[config.mk]
export PLATFORM = sky130hd
export DESIGN_NAME = tdm_demux8
export DESIGN_NICKNAME = d
export VERILOG_FILES = /design/src/rtl/tdm_demux8.sv
export SDC_FILE = /design/constraint.sdc
export NUM_CORES = 1
export LEC_CHECK = 0
export ABC_AREA = 0
export CAP_MARGIN = 20
export CORE_MARGIN = 5
export CORE_UTILIZATION = 24
export DETAILED_ROUTE_END_ITERATION = 7
export SYNTH_ARGS = -nofsm -noshare
export SYNTH_HDL_FRONTEND = slang
export SYNTH_SLANG_ARGS = --single-unit
export TNS_END_PERCENT = 50
[constraint.sdc]
create_clock -name clk -period 2.22 [get_ports clk]
set_clock_uncertainty 0.2 [all_clocks]
set_input_delay 0.444 -clock clk [delete_from_list [all_inputs] [get_ports clk]]
set_output_delay 0.444 -clock clk [all_outputs]
set_load 0.02 [all_outputs]
[src/rtl/tdm_demux8.sv]
// tdm_demux8: 8-slot TDM deserialiser with frame-sync alignment, flywheel and sync-fault reporting
// clk/rst_n: clock, async active-low reset; en: slot enable; din: serial data; fsync: slot-0 marker
// y: last complete frame (y[k] = slot k); valid: y update strobe; slot: next expected slot
// locked: in RUN; sync_err: early or missing sync pulse
module tdm_demux8 #(
  parameter int SYNC_LOSS = 2
) (
  input  logic       clk,
  input  logic       rst_n,
  input  logic       en,
  input  logic       din,
  input  logic       fsync,
  output logic [7:0] y,
  output logic       valid,
  output logic [2:0] slot,
  output logic       locked,
  output logic       sync_err
);
  typedef enum logic {HUNT, RUN} state_t;
  localparam logic [2:0] LOSS = 3'(SYNC_LOSS);
  state_t st, st_n;
  logic [7:0] sh, sh_n, y_n;
  logic [2:0] cnt, cnt_n, miss, miss_n;
  logic valid_n, err_n;
  always_ff @(posedge clk or negedge rst_n)
    if (!rst_n) begin
      st <= HUNT;
      sh <= '0;
      cnt <= '0;
      miss <= '0;
      y <= '0;
      valid <= 1'b0;
      sync_err <= 1'b0;
    end else begin
      st <= st_n;
      sh <= sh_n;
      cnt <= cnt_n;
      miss <= miss_n;
      y <= y_n;
      valid <= valid_n;
      sync_err <= err_n;
    end
  always_comb begin
    st_n = st;
    sh_n = sh;
    cnt_n = cnt;
    miss_n = miss;
    y_n = y;
    valid_n = 1'b0;
    err_n = 1'b0;
    if (en) begin
      if (st == HUNT) begin
        if (fsync) begin
          st_n = RUN;
          sh_n = {7'b0, din};
          cnt_n = 3'd1;
          miss_n = '0;
        end
      end else if (fsync && cnt != 3'd0) begin
        err_n = 1'b1;
        sh_n = {7'b0, din};
        cnt_n = 3'd1;
        miss_n = '0;
      end else if (!fsync && cnt == 3'd0) begin
        err_n = 1'b1;
        if (miss + 3'd1 == LOSS) begin
          st_n = HUNT;
          miss_n = '0;
        end else begin
          miss_n = miss + 3'd1;
          sh_n = {7'b0, din};
          cnt_n = 3'd1;
        end
      end else begin
        sh_n[cnt] = din;
        cnt_n = cnt + 3'd1;
        miss_n = cnt == 3'd0 ? 3'd0 : miss;
        if (cnt == 3'd7) begin
          y_n = {din, sh[6:0]};
          valid_n = 1'b1;
        end
      end
    end
  end
  assign slot = cnt;
  assign locked = st == RUN;
endmodule

==> impl_results.md <==
* Status: finished, final reports clean
* Max IR drop VDD at 0.000374 V
* CTS tree: built
* # port buffers at 18
* Synthesized cell area at 1240 um^2
* Crit path cell chain: inv_2, ha_1, nand2b_4, inv_2, ha_2, or3b_4, a21oi_2, nor2_1, a22o_1
* Synth unique cells at 34
* Worst Path Max Fanout at 6
* Initial Utilization at 24.5%
* Post-CTS Hold Fix Bufs at 0
* Worst-path clk slew at 0.09 ns
* Finished Core Util at 34.2%
* Hold path start: y[0]
* Core area at 5070 um^2
* FF-to-FF Start: slot[0]
* Setup CP Type: reg -> reg
* Die Footprint at 6720 um^2
* Area growth from synthesis to final layout at 39.5%
* Clk buf depth at 2
* RSZ-0062 raised after global routing: false
* Placer Congestion at 0.790
* HPWL after DPL at 2.20 mm
* Top post-synthesis cells by area: dfrtp_1 48%, ha_1 8.0%, mux2_2 7.2%, o21ai_0 5.2%, inv_1 2.1%
* Crit start category: flip-flop
* Initial antenna violation count at 0
* Req. time, crit path at 2.18 ns
* Max Slew Vio Count at 0
* Mean post-synth cell area at 11.3 um^2
* Slowest stage cell, crit path: or3b_4
* TritonRoute pass-1 iters at 4
* CP peak stage delay at 0.44 ns
* Final cycle utilization of the critical path at 95.0%
* Synth area leader: dfrtp_1
* Clk_lat worst skew at 0.26 ns
* DR vias at 957
* Async set-or-reset flop fraction in the synthesized netlist at 100%
* TritonCTS Buffers at 3
* First-pass GRT wire length at 4.77 mm
* Maxcap violations at 0
* Slew HR at 73.1%
* CTS Sinks at 24
* DR WL/cell at 13.2 um
* ANT cells at 0
* Sequential area share after synthesis at 48.3%
* Synth Register Bits at 24
* Top-count cell post-synth: dfrtp_1
* GRT Total Usage at 9.03%
* FILL cells at 532
* Die Y at 82.0 um
* Final Hold Vio Count at 0
* Die width at 82.0 um
* # placed instances at 210
* Drc violations at 0
* Main synth FF type: dfrtp_1
* Pwr Density at 746 nW/um^2
* Post-route minimum period at 2.11 ns
* Nets at 159
* Largest net degree at the start of global routing at 25
* Crit-path most repeated cell: inv_2
* Post-route ant nets at 0
* Final wirelength at 2.83 mm
* # rows at 26
* Worst setup path startpoint: slot[0]
* Post-synth top area share at 48.3%
* Post-synth EDFFs at 0
* Via/cell ratio at 4.45
* Iteration-0 DRC Markers at 24
* Fin cells at 215
* Total grt overflow at 0
* Tightest Hold Check Type: reg -> reg
* Worst Max-Slew Pin Slew at 0.401 ns
* H-tree Lvls at 1
* Crit. End Element: flip-flop
* Final Setup Violations at 0
* Vias in the first global route at 973
* Post-Synthesis Cells at 110
* Yosys warning total at 0
* WP data arrival at 2.07 ns
* Syn_nets at 123
* Share of cells above drive strength 1 at 33.1%
* CTS root buf: clkbuf_8
* Pleak at 0.000778 uW
* Fmax at 0.474 GHz
* # IOs at 19
* Synth top cells by count: 24 x dfrtp_1, 13 x o21ai_0, 8 x ha_1, 8 x mux2_2, 7 x inv_1
[layout make-up]
cell class,instances,area (um^2),share of cell area [%]
clock inverters,1,30.0,1.73
inverters,7,26.3,1.51
repair buffers,33,295,17.0
well taps,70,87.6,5.05
multi-input cells,77,652,37.6
flip-flops and latches,24,603,34.8
clock buffers,3,41.3,2.38
[repair_timing]
| item | 4_1_cts | 5_1_grt |
|---|---|---|
| buffers inserted | 0 | 1 |
| setup endpoints to repair | 0 | 9 |
| resized for setup | 0 | 13 |
[worst max-delay path: cells and delay by family (launching register included)]
family | cells | cell delay (ns)
adders and majority gates | 2 | 0.40
AOI/OAI and AO/OA | 2 | 0.36
and+or+nand+nor | 3 | 0.59
DFF | 1 | 0.37
buffers and inverters | 2 | 0.09
[power by group]
group	total, uW	switching, uW	internal, uW
Clock	377	136	241
Sequential	503	26.4	477
Combinational	414	216	198
[cell usage in the layout, fill, tap and decap left out, types with 2 or more instances in the layout]
cell,instances
dfrtp_1,22
a21oi_1,3
nor2_1,4
buf_4,15
clkdlybuf4s50_1,17
nor3_1,2
nand3_1,4
ha_2,2
dfrtp_2,2
a21o_1,2
inv_2,3
mux2_2,8
nand4_1,2
nand2b_1,2
o21ai_0,11
ha_1,5
nand2_1,3
a31oi_1,3
clkbuf_8,3
o21ai_1,6
inv_1,4
or3b_4,2
[metrics by stage]
step	TNS, ns	area (um^2)	power [uW]	hold slack [ns]	worst slack, ns
global route	0	1740	1370	0.333	0.0279
finish	0	1740	1290	0.310	0.112
CTS	0	1680	1280	0.316	0.0273
detailed placement	-2.74	1610	899	0.295	-0.196
floorplan	0	1250	725	-0.0516	0.0151
global placement	-1.76	1610	886	0.286	-0.154
[registers in the layout (all words and copies together) (netlist names)]
name / cells
locked: 1
miss: 3
sh: 7
slot: 3
sync_err: 1
valid: 1
y: 8
[final timing paths]
kind,end,slack (ns),cells past startpoint
min in group asynchronous,sh[6],0.33,2
min reg2reg,y[0],0.31,1
max,sh[0],0.11,9
min,y[0],0.31,1
max reg2reg,sh[0],0.11,9
max in group asynchronous,slot[1],1.23,2
[logic make-up after synthesis]
kind of cell / share of synthesized area (%)
compound gates: 18.5
simple gates: 13.5
mux: 7.24
flops: 48.3
xor+xnor: 1.31
buf+inv: 3.12
fa+ha+maj: 8.05
[layer usage]
layer	wire length, um	track usage (%)	part of all wire [%]
met4	17	1.66	0.60
met3	126	3.07	4.5
met5	0	0	0
met2	1400	15.4	50
met1	1280	11.1	45
(Power assumes the default switching activity.)
